<file path="config.mk">
export PLATFORM = sky130hd
export DESIGN_NAME = hex_page_scheduler
export DESIGN_NICKNAME = d
export VERILOG_FILES = /design/src/rtl/hex_page_scheduler.sv
export SDC_FILE = /design/constraint.sdc
export NUM_CORES = 1
export LEC_CHECK = 0
export BUFFER_PORTS_ARGS = -buffer_cell sky130_fd_sc_hd__buf_2
export CAP_MARGIN = 15
export CORE_UTILIZATION = 49
export CTS_CLUSTER_SIZE = 40
export DETAILED_ROUTE_END_ITERATION = 12
export PLACE_DENSITY = 0.74
export SKIP_LAST_GASP = 1
export SLEW_MARGIN = 20
export SYNTH_ARGS = -nofsm -noshare
export SYNTH_HDL_FRONTEND = slang
export SYNTH_SLANG_ARGS = --single-unit
</file>
<file path="constraint.sdc">
create_clock -name Clk -period 5.7 [get_ports Clk]
set_input_delay 0.57 -clock Clk [delete_from_list [all_inputs] [get_ports Clk]]
set_output_delay 0.57 -clock Clk [all_outputs]
set_load 0.05 [all_outputs]
</file>
<file path="src/rtl/hex_page_scheduler.sv">
// hex_page_scheduler: selects one of N_CH requester channels for an eight-digit
// hex display. Each channel owns a shadow word pair; the shown page rotates on a
// dwell timer, a manual step edge, or jumps on an alert from an enabled channel.
module hex_page_scheduler #(
    parameter int N_CH  = 4,
    parameter int DWELL = 50_000_000
) (
    input  logic                Clk,
    input  logic                Reset,
    input  logic [N_CH-1:0]     ch_load,
    input  logic [16*N_CH-1:0]  ch_a,
    input  logic [16*N_CH-1:0]  ch_b,
    input  logic [N_CH-1:0]     ch_en,
    input  logic [N_CH-1:0]     alert,
    input  logic                step,
    input  logic                auto_en,
    input  logic                freeze,
    output logic [15:0]         disp_a,
    output logic [15:0]         disp_b,
    output logic [2:0]          page,
    output logic                page_valid
);

    localparam int CW = $clog2(DWELL);
    localparam int PW = $clog2(N_CH);
    localparam logic [CW-1:0] CNT_LAST = CW'(DWELL - 1);

    typedef enum logic {IDLE, SHOW} state_t;

    state_t          state, stateNext;
    logic [2:0]      pageNext;
    logic [CW-1:0]   dwellCnt, dwellCntNext;
    logic            stepPrev;
    logic            stepEdge;
    logic [N_CH-1:0] alertHits;
    logic [15:0]     dispANext, dispBNext;
    logic [15:0]     shadowA [N_CH];
    logic [15:0]     shadowB [N_CH];

    // Lowest set bit of a channel mask (0 when the mask is empty).
    function automatic logic [2:0] lowestEn(input logic [N_CH-1:0] en);
        logic [2:0] lo;
        lo = '0;
        for (int i = N_CH - 1; i >= 0; i--) begin
            if (en[i]) lo = 3'(i);
        end
        return lo;
    endfunction

    // Lowest enabled index above cur, wrapping to the lowest enabled index;
    // returns cur itself when it is the only enabled channel.
    function automatic logic [2:0] nextEn(input logic [N_CH-1:0] en, input logic [2:0] cur);
        logic [2:0] lo;
        logic [2:0] hi;
        logic       hiFound;
        lo      = cur;
        hi      = cur;
        hiFound = 1'b0;
        for (int i = N_CH - 1; i >= 0; i--) begin
            if (en[i]) lo = 3'(i);
            if (en[i] && (3'(i) > cur)) begin
                hi      = 3'(i);
                hiFound = 1'b1;
            end
        end
        return hiFound ? hi : lo;
    endfunction

    assign stepEdge   = step & ~stepPrev;
    assign alertHits  = alert & ch_en;
    assign page_valid = (state == SHOW);

    // Per-channel shadow capture, independent of enable, freeze and FSM state.
    generate
        for (genvar gi = 0; gi < N_CH; gi++) begin : g_shadow
            always_ff @(posedge Clk or posedge Reset) begin
                if (Reset) begin
                    shadowA[gi] <= '0;
                    shadowB[gi] <= '0;
                end else if (ch_load[gi]) begin
                    shadowA[gi] <= ch_a[16*gi +: 16];
                    shadowB[gi] <= ch_b[16*gi +: 16];
                end
            end
        end
    endgenerate

    // Next-state, page selection, dwell timing and display source, in priority order.
    always_comb begin
        stateNext    = state;
        pageNext     = page;
        dwellCntNext = dwellCnt;
        dispANext    = disp_a;
        dispBNext    = disp_b;
        if (ch_en == '0) begin
            stateNext    = IDLE;
            pageNext     = '0;
            dwellCntNext = '0;
            dispANext    = '0;
            dispBNext    = '0;
        end else begin
            // Display follows the page held during the current cycle.
            if (!freeze) begin
                dispANext = (state == SHOW) ? shadowA[page[PW-1:0]] : '0;
                dispBNext = (state == SHOW) ? shadowB[page[PW-1:0]] : '0;
            end
            case (state)
                IDLE: begin
                    stateNext    = SHOW;
                    pageNext     = lowestEn(ch_en);
                    dwellCntNext = '0;
                end
                SHOW: begin
                    if (alertHits != '0) begin
                        pageNext     = lowestEn(alertHits);
                        dwellCntNext = '0;
                    end else if (stepEdge || !ch_en[page[PW-1:0]]) begin
                        // A step, or the current page losing its enable, both move on.
                        pageNext     = nextEn(ch_en, page);
                        dwellCntNext = '0;
                    end else if (auto_en) begin
                        if (dwellCnt == CNT_LAST) begin
                            pageNext     = nextEn(ch_en, page);
                            dwellCntNext = '0;
                        end else begin
                            dwellCntNext = dwellCnt + 1'b1;
                        end
                    end else begin
                        dwellCntNext = '0;
                    end
                end
                default: stateNext = IDLE;
            endcase
        end
    end

    // State, page, dwell counter, step history and display registers.
    always_ff @(posedge Clk or posedge Reset) begin
        if (Reset) begin
            state    <= IDLE;
            page     <= '0;
            dwellCnt <= '0;
            stepPrev <= 1'b0;
            disp_a   <= '0;
            disp_b   <= '0;
        end else begin
            state    <= stateNext;
            page     <= pageNext;
            dwellCnt <= dwellCntNext;
            stepPrev <= step;
            disp_a   <= dispANext;
            disp_b   <= dispBNext;
        end
    end

endmodule

</file>
==> results of run 1 <==
[layout by cell type, fill, tap and decap left out, types with 14 or more instances in the layout]
| cell type | n |
|---|---|
| dfrtp_1 | 188 |
| buf_2 | 179 |
| mux2_2 | 130 |
| mux4_2 | 33 |
| a22o_1 | 33 |
| nor2_1 | 31 |
| xnor2_1 | 17 |
| clkbuf_16 | 17 |
| nand2_1 | 14 |
[flip-flops by register name, indices dropped and copies added (netlist names)]
signal,cells
page_valid,1
disp_a,16
shadowA,64
dwellCnt,26
stepPrev,1
page,2
disp_b,16
shadowB,64
[synthesized netlist by cell type (8+ instances only)]
cell type / instances
dfrtp_1: 190
mux2_2: 130
a22o_1: 33
mux4_2: 33
nor2_1: 31
xnor2_1: 17
buf_1: 15
clkbuf_1: 15
nand2_1: 14
inv_1: 10
nand3_1: 9
nor3_1: 9
xor2_1: 8
[worst max-delay path: stages, from the launching register on]
cell	delay (ns)
dfrtp_1	0.41
or4_1	0.51
or4_1	0.49
nor4b_2	0.29
or2_1	0.66
nor2_1	0.12
[area by class of cell]
class | instances | area, um2 | share of cell area (%)
clock buffer | 18 | 439 | 4.42
tap | 220 | 275 | 2.77
sequential | 190 | 4760 | 47.8
clock inverter | 13 | 161 | 1.62
multi-input combinational | 331 | 3320 | 33.4
inverter | 10 | 41.3 | 0.415
timing repair buffer | 184 | 946 | 9.51
antenna | 2 | 5.00 | 0.0503
[kinds of logic after synthesis]
logic type,count (synthesis)
adders and majority gates,1
xor gates and xnor gates,25
AOI/OAI and AO/OA,46
and+or+nand+nor,94
muxes,164
other,1
DFF,190
buffers and inverters,47
[stage by stage]
stage / worst slack, ns / utilization [%] / hold slack [ns] / instance area, um2
CTS: 3.05 / 60.1 / 0.255 / 9940
global placement: 3.12 / 56.5 / 0.483 / 9340
detailed placement: 3.01 / 56.5 / 0.485 / 9340
floorplan: 2.68 / - / 0.475 / 8280
finish: 3.05 / 60.2 / 0.278 / 9940
global route: 2.85 / 60.2 / 0.262 / 9940
[final timing paths]
check / to / startpoint / cells past startpoint / slack, ns
max: dwellCnt[1]$_DFF_PP0_ / dwellCnt[18]$_DFF_PP0_ / 5 / 3.05
min: stepPrev$_DFF_PP0_ / step / 1 / 0.28
min reg2reg: disp_b[8]$_DFFE_PP0P_ / disp_b[8]$_DFFE_PP0P_ / 1 / 0.50
max reg2reg: dwellCnt[1]$_DFF_PP0_ / dwellCnt[18]$_DFF_PP0_ / 5 / 3.05
max in group asynchronous: shadowA[48]$_DFFE_PP0P_ / Reset / 3 / 4.50
min in group asynchronous: shadowA[45]$_DFFE_PP0P_ / Reset / 3 / 0.46
[power breakdown]
part	switching, W	internal (W)
Clock	0.000508	0.000702
Combinational	0.000448	0.000320
Sequential	0.0000816	0.00150
[metal layers]
metal	vias up	global-route usage, %
met1	2817	29.4
met4	0	6.78
met3	16	6.19
met2	155	39.2
met5	-	0
li1	2414	-
==> results.md, run 1 <==
- Die W: 132 um
- Placed cell count: 935
- Die height: 132 um
- Synth Warn #: 0
- Clk root buf: clkbuf_16
- WP data arrival: 2.91 ns
- Design Power: 0.00356 W
- Post-synthesis mux area share: 26.8%
- Fin nets: 880
- Post-CTS Setup Bufs: 0
- Minimum clock period: 2.65 ns
- Placer Congestion: 0.818
- Most used DFF post-synth: dfrtp_1
- Post-synthesis sequential area ratio: 57.4%
- CTS max path bufs: 2
- Largest net degree at the start of global routing: 191
- Ys async rst share: 100%
- EDFF count, synth: 0
- Final TNS setup: 0 ns
- Xor and xnor area share after synthesis: 2.65%
- CTS buffer count: 17
- Post-Syn Nets: 714
- # DRC: 0
- Vias in the first global route: 5,971
- Mapped cell area: 8280 um2
- Port Buffer Count: 179
- ANT nets after route: 0
- Number of synthesized register bits: 190
- Detailed Route WL: 19.0 mm
- Post-CTS resize count: 0
- Top cells by area, synth: dfrtp_1 (57%), mux2_2 (18%), mux4_2 (9.0%)
- Maximum vdd drop: 0.259 mV
- Die area: 17,400 um2
- Overflow after GRT: 0
- Leakage: 4.39 nW
- Met3 Wirelength: 889 um
- CP Launch Type: register
- Synth top area share: 57.4%
- First-pass GRT wire length: 31.1 mm
- CP Class: register to register
- I/O pin cnt: 181
- Row count: 47
- Initial drt markers: 323
- Distinct cells, synth: 44
- Hold Fails Final Rpt: 0
- H-tree depth: 4
- Post-synth top area cell: dfrtp_1
- Highest Clock Rate: 378 MHz
- First-pass detailed-route iteration total: 4
- Area Overhead vs Synth: 20.1%
- Post-synthesis compound-gate area fraction: 4.55%
- Worst slew margin: 32.3%
- CTS tree: built
- Pins Over Slew Limit: 0
- Adder-Cell Fraction of Synth Area: 0.151%
- WL met1: 7.90 mm
- Status: finished clean
- Actual slew at the worst max-slew pin: 1.01 ns
- Mapped Avg Cell Area: 14.6 um2
- Core area: 16,500 um2
- Crit end category: register
- Hold buffer count at CTS: 0
- Count of final setup violators: 0
- Synth Area in Simple Gates: 5.84%
- Max layer used: met4
- Fillers: 1,324
- Routed len/inst: 19.6 um
- Number of max-cap violations: 0
- Synth Instances: 568
- Post-route insts no fill: 968
- DP Wirelength: 12.4 mm
- Initial antenna violation count: 4
- WL met2: 9.99 mm
- RSZ-0062 raised after global routing: false
- Pwr per Cell Area: 358 nW/um2
- Clock sink count: 190
- Starting Density: 50.1%
- Layout cells sized above 1: 51.9%
- Clock Pin Slew Worst Setup and Hold Paths: 0.06 ns
- Largest family of logic cells by synthesized area: multiplexers
- Vias per cell: 5.58
- HP Class: input port to register
- Worst skew pair latency: 0.42 ns
- Required @ worst endpoint: 5.96 ns
- Final period util: 46.4%
- Vias: 5,402
- Crit Path Max Fanout: 24
- Clock skew: 0.00780 ns
- GRT Util Overall: 23.2%
Power figures use the tool's default switching activity.
==> run 2, diff against run 1 <==
Settings changed: CORE_UTILIZATION 49 to 54, PLACE_DENSITY 0.74 to 0.77.
Clock period 5.7 ns to 2.5 ns, I/O delays scaled along.
==> run 2 against run 1 <==
Compared with the run above: die area decreased by 9.1%; combinational power increased by 130%; global-route usage increased by 3.4 points; hold slack got worse by 0.23 ns; critical path type unchanged.
==> results.md, run 2 (same netlist as run 1, synthesis figures left out) <==
- Status: finished clean (unchanged)
- Vias in the first global route: 6,145 (was 5,971)
- Row count: 44 (was 47)
- Layout cells sized above 1: 52.7% (was 51.9%)
- First-pass GRT wire length: 32.0 mm (was 31.1 mm)
- Fillers: 1,064 (was 1,324)
- First-pass detailed-route iteration total: 5 (was 4)
- Detailed Route WL: 19.3 mm (was 19.0 mm)
- Vias: 5,493 (was 5,402)
- Leakage: 4.49 nW (was 4.39 nW)
- Routed len/inst: 20.4 um (was 19.6 um)
- # DRC: 0 (unchanged)
- Required @ worst endpoint: 2.82 ns (was 5.96 ns)
- Minimum clock period: 2.37 ns (was 2.65 ns)
- Maximum vdd drop: 0.534 mV (was 0.259 mV)
- Clock sink count: 190 (unchanged)
- Worst R2R Setup Slack: 0.13 ns (was 3.05 ns)
- Port Buffer Count: 179 (unchanged)
- Number of max-cap violations: 0 (unchanged)
- Worst skew pair latency: 0.43 ns (was 0.42 ns)
- RSZ-0062 raised after global routing: false (unchanged)
- Crit Path Max Fanout: 4 (was 24)
- Worst setup margin: 0.132 ns (was 3.05 ns)
- Fin Hold WS: 0.0441 ns (was 0.278 ns)
- Highest Clock Rate: 422 MHz (was 378 MHz)
- Count of final setup violators: 0 (unchanged)
- Area Overhead vs Synth: 21.8% (was 20.1%)
- Starting Density: 56.1% (was 50.1%)
- Cells along the critical path: or4_1 > or4_1 > nor4b_2 > a21o_2 > mux2_2 (was or4_1 > or4_1 > nor4b_2 > or2_1 > nor2_1)
- DP Wirelength: 13.2 mm (was 12.4 mm)
- WP data arrival: 2.69 ns (was 2.91 ns)
- CP max-delay cell: or4_1 (was or2_1)
- Pwr per Cell Area: 817 nW/um2 (was 358 nW/um2)
- I/O pin cnt: 181 (unchanged)
- CP Class: register to register (unchanged)
- Vias per cell: 5.79 (was 5.58)
- Most common cell after layout, fill and taps aside: dfrtp_1 (unchanged)
- Actual slew at the worst max-slew pin: 1.06 ns (was 1.01 ns)
- Initial drt markers: 271 (was 323)
- Final period util: 94.7% (was 46.4%)
- Clock Pin Slew Worst Setup and Hold Paths: 0.07 ns (was 0.06 ns)
- Pins Over Slew Limit: 0 (unchanged)
- Worst Path Buf+Inv: 0 (unchanged)
- Largest registers: shadowA: 64 flops, shadowB: 64 flops, dwellCnt: 26 flops (unchanged)
- Worst slack, placed: 0.134 ns (was 3.01 ns)
- H-tree depth: 4 (unchanged)
- Most frequent cells in the layout: dfrtp_1 (188), buf_2 (179), mux2_2 (130), mux4_2 (33), a22o_1 (33) (unchanged)
- CTS tree: built (unchanged)
- Design Power: 0.00824 W (was 0.00356 W)
- Fin nets: 896 (was 880)
- ANT nets after route: 0 (unchanged)
- CTS buffer count: 17 (unchanged)
- Hold Fails Final Rpt: 0 (unchanged)
- Largest net degree at the start of global routing: 53 (was 191)
- CP Launch Type: register (unchanged)
- Critical path's most frequent cell: or4_1 (unchanged)
- Die W: 126 um (was 132 um)
- Crit end category: register (unchanged)
- Overflow after GRT: 0 (unchanged)
- Post-CTS Setup Bufs: 0 (unchanged)
- CP max stage delay: 0.51 ns (was 0.66 ns)
- Placer Congestion: 0.857 (was 0.818)
- Initial antenna violation count: 1 (was 4)
- Clock skew: 0.00842 ns (was 0.00780 ns)
- Core area: 14,800 um2 (was 16,500 um2)
- CTS max path bufs: 2 (unchanged)
- Top Family by Delay on Critical Path: simple AND/OR/NAND/NOR gates (unchanged)
- Die area: 15,800 um2 (was 17,400 um2)
- Die height: 126 um (was 132 um)
- HP Class: input port to register (unchanged)
- Clk root buf: clkbuf_16 (unchanged)
- Hold buffer count at CTS: 2 (was 0)
- GRT Util Overall: 26.6% (was 23.2%)
- Worst slew margin: 28.7% (was 32.3%)
- Post-CTS resize count: 0 (unchanged)
## run 2: cell count changes in the layout (fill, tap and decap cells not counted)
| cell | before | now |
|---|---|---|
| buf_12 | 1 | 4 |
| buf_4 | 4 | 15 |
| clkinv_2 | 4 | 2 |
| inv_6 | 3 | 4 |
| dlygate4sd3_1 | 0 | 2 |
| inv_8 | 0 | 2 |
| clkinv_4 | 2 | 1 |
| diode_2 | 2 | 1 |
| clkinvlp_4 | 2 | 3 |
## run 2: metrics by stage
step           std cells  util, %  setup TNS [ns]  instance area [um2]
6_report             948     68.3               0                10100
5_1_grt              948     68.3               0                10100
4_1_cts              947     68.3               0                10100
3_5_place_dp         913     64.0               0                 9440
3_3_place_gp         913     64.0               0                 9440
2_1_floorplan        568        -          -37.71                 8280
## run 2: cell type report
class | count | area (um2) | share of cell area [%]
inverter | 10 | 41.3 | 0.410
multi-input combinational | 331 | 3320 | 32.9
clock buffer | 18 | 439 | 4.36
clock inverter | 14 | 181 | 1.80
timing repair buffer | 200 | 1110 | 11.0
antenna | 1 | 2.50 | 0.0248
sequential | 190 | 4760 | 47.2
tap | 184 | 230 | 2.28
## run 2: path summary, 6_finish.rpt
| check | from | end | cells past startpoint |
|---|---|---|---|
| max | dwellCnt[18]$_DFF_PP0_ | page[0]$_DFFE_PP0P_ | 5 |
| min | ch_a[12] | shadowA[60]$_DFFE_PP0P_ | 2 |
| max reg2reg | dwellCnt[18]$_DFF_PP0_ | page[0]$_DFFE_PP0P_ | 5 |
| min reg2reg | shadowB[31]$_DFFE_PP0P_ | shadowB[31]$_DFFE_PP0P_ | 1 |
| max in group asynchronous | Reset | shadowB[10]$_DFFE_PP0P_ | 4 |
| min in group asynchronous | Reset | dwellCnt[2]$_DFF_PP0_ | 3 |
## run 2: report_power, final
group          switching [W]  leakage (nW)  internal [W]
sequential          0.000189          2.30       0.00342
combinational        0.00103          1.89      0.000755
clock                0.00123         0.302       0.00163
## run 2: layer usage
| metal | wire, um | vias to the layer above | global-route usage, % |
|---|---|---|---|
| li1 | - | 2442 | - |
| met1 | 7880 | 2824 | 32.5 |
| met2 | 9970 | 195 | 46.0 |
| met3 | 1070 | 32 | 6.71 |
| met4 | 418 | 0 | 9.43 |
| met5 | 0 | - | 0 |
==> run 3, diff against run 2 <==
Settings changed: CORE_MARGIN set to 2, CORE_UTILIZATION 54 to 56, CTS_BUF_LIST set to sky130_fd_sc_hd__clkbuf_2, PLACE_DENSITY 0.77 to 0.8.
==> run 3 against run 2 <==
Compared with the run above: sequential share of layout area is 4.9 points lower; register-to-register slack barely moved; worst setup slack got worse by 0.013 ns; cell count is 17% higher; final area up 12%; hold slack better by 0.058 ns; clock skew up 0.045 ns; die area fell by 0.37%; clock-buffer cell count unchanged; via count rose by 14%; combinational power is 14% higher; critical path type unchanged.
==> results.md, run 3 (same netlist as run 1, synthesis figures left out) <==
- CTS tree: built (unchanged)
- HP Class: input port to register (unchanged)
- WP data arrival: 3.05 ns (was 2.69 ns)
- Vias: 6,244 (was 5,493)
- Worst slew margin: 34.7% (was 28.7%)
- Fin Hold WS: 0.102 ns (was 0.0441 ns)
- Crit end category: register (unchanged)
- CTS max path bufs: 2 (unchanged)
- Required @ worst endpoint: 3.17 ns (was 2.82 ns)
- Clock skew: 0.0539 ns (was 0.00842 ns)
- Clock sink count: 190 (unchanged)
- Initial drt markers: 370 (was 271)
- Core area: 14,500 um2 (was 14,800 um2)
- Area Overhead vs Synth: 36.0% (was 21.8%)
- Die height: 126 um (about the same)
- Most common cell after layout, fill and taps aside: dfrtp_1 (unchanged)
- DP Wirelength: 13.2 mm (about the same)
- Actual slew at the worst max-slew pin: 0.980 ns (was 1.06 ns)
- Starting Density: 57.2% (was 56.1%)
- Overflow after GRT: 0 (unchanged)
- Routed len/inst: 21.0 um (was 20.4 um)
- Largest registers: shadowA: 64 flops, shadowB: 64 flops, dwellCnt: 26 flops (unchanged)
- Status: finished clean (unchanged)
- CP Launch Type: register (unchanged)
- Vias in the first global route: 7,063 (was 6,145)
- RSZ-0062 raised after global routing: false (unchanged)
- Layout cells sized above 1: 43.9% (was 52.7%)
- Initial antenna violation count: 6 (was 1)
- Final period util: 95.2% (was 94.7%)
- Largest net degree at the start of global routing: 49 (was 53)
- Crit Path Max Fanout: 4 (unchanged)
- Post-DP Area: 9440 um2 (about the same)
- Minimum clock period: 2.38 ns (was 2.37 ns)
- CP Class: register to register (unchanged)
- Die area: 15,800 um2 (about the same)
- Number of max-cap violations: 0 (unchanged)
- Count of final setup violators: 0 (unchanged)
- Clock Pin Slew Worst Setup and Hold Paths: 0.23 ns (was 0.07 ns)
- Clk root buf: clkbuf_2 (was clkbuf_16)
- Worst skew pair latency: 0.80 ns (was 0.43 ns)
- Pins Over Slew Limit: 0 (unchanged)
- ANT nets after route: 0 (unchanged)
- # DRC: 0 (unchanged)
- Leakage: 4.97 nW (was 4.49 nW)
- Hold Fails Final Rpt: 0 (unchanged)
- Highest Clock Rate: 420 MHz (was 422 MHz)
- GRT Util Overall: 30.5% (was 26.6%)
- Port Buffer Count: 179 (unchanged)
- Placer Congestion: 0.824 (was 0.857)
- I/O pin cnt: 181 (unchanged)
- Vias per cell: 5.63 (was 5.79)
- Fin nets: 1,052 (was 896)
- First-pass GRT wire length: 36.9 mm (was 32.0 mm)
- Detailed Route WL: 23.3 mm (was 19.3 mm)
- Maximum vdd drop: 0.430 mV (was 0.534 mV)
- Most frequent cells in the layout: dfrtp_1 (188), buf_2 (179), dlygate4sd3_1 (157), mux2_2 (130) (was dfrtp_1 (188), buf_2 (179), mux2_2 (130), mux4_2 (33), a22o_1 (33))
- H-tree depth: 4 (unchanged)
- Die W: 126 um (about the same)
- First-pass detailed-route iteration total: 4 (was 5)
- Pwr per Cell Area: 635 nW/um2 (was 817 nW/um2)
- Row count: 44 (unchanged)
- Design Area, Final: 11,300 um2 (was 10,100 um2)
- CTS buffer count: 17 (unchanged)
[run 3: layout make-up]
cell class                 instances  area [um2]
timing repair buffer             356        2670
inverter                          10        41.3
tap                              184         230
antenna                            6        15.0
clock buffer                      18        90.1
clock inverter                    14         135
sequential                       190        4760
fill                             840        3220
multi-input combinational        331        3320
[run 3: final timing paths]
path                                    startpoint  slack, ns                 endpoint  cells after the start
hold reg to reg            shadowB[31]$_DFFE_PP0P_       0.54  shadowB[31]$_DFFE_PP0P_                      1
min in group asynchronous                    Reset       0.55   dwellCnt[24]$_DFF_PP0_                      4
setup / recovery            dwellCnt[18]$_DFF_PP0_       0.12      page[1]$_DFFE_PP0P_                      5
hold / removal                            ch_en[3]       0.10      page[1]$_DFFE_PP0P_                      5
max in group asynchronous                    Reset       1.08  shadowB[13]$_DFFE_PP0P_                      6
setup reg to reg            dwellCnt[18]$_DFF_PP0_       0.12      page[1]$_DFFE_PP0P_                      5
[run 3: power by group]
group	switching, W	internal [W]
registers	0.000211	0.00342
clock network	0.00111	0.000380
logic	0.00110	0.000931
total	0.00242	0.00473
[run 3: metal layers]
| layer | routed length, um | track usage (%) | part of all wire, % | up-vias |
|---|---|---|---|---|
| li1 | - | - | - | 2754 |
| met3 | 1210 | 6.33 | 5.2 | 54 |
| met4 | 632 | 12.6 | 2.7 | 0 |
| met2 | 12700 | 53.8 | 55 | 256 |
| met1 | 8710 | 36.5 | 37 | 3180 |
| met5 | 0 | 0 | 0 | - |
[run 3: worst max-delay path, stage by stage, from the launching register on]
cell     delay (ns)
dfrtp_1        0.47
or4_1          0.52
or4_1          0.49
nor4b_2        0.31
a21o_2         0.19
mux2_2         0.32
[run 3: through the flow]
| stage | setup slack, ns | utilization [%] | instances | power [W] | setup TNS, ns |
|---|---|---|---|---|---|
| floorplan | -0.198 | - | 568 | 0.00493 | -37.71 |
| CTS | 0.125 | 77.5 | 1101 | 0.00710 | 0 |
| global route | 0.0302 | 77.8 | 1109 | 0.00747 | 0 |
| global placement | 0.171 | 65.2 | 914 | 0.00537 | 0 |
| finish | 0.119 | 77.8 | 1109 | 0.00715 | 0 |
| detailed placement | 0.160 | 65.2 | 914 | 0.00545 | 0 |
[run 3: timing repair]
item	in CTS	in global routing
hold buffers	155	2
gates resized for setup	0	1
hold endpoints to repair	249	26
setup endpoints to repair	0	2
buffers inserted	0	0
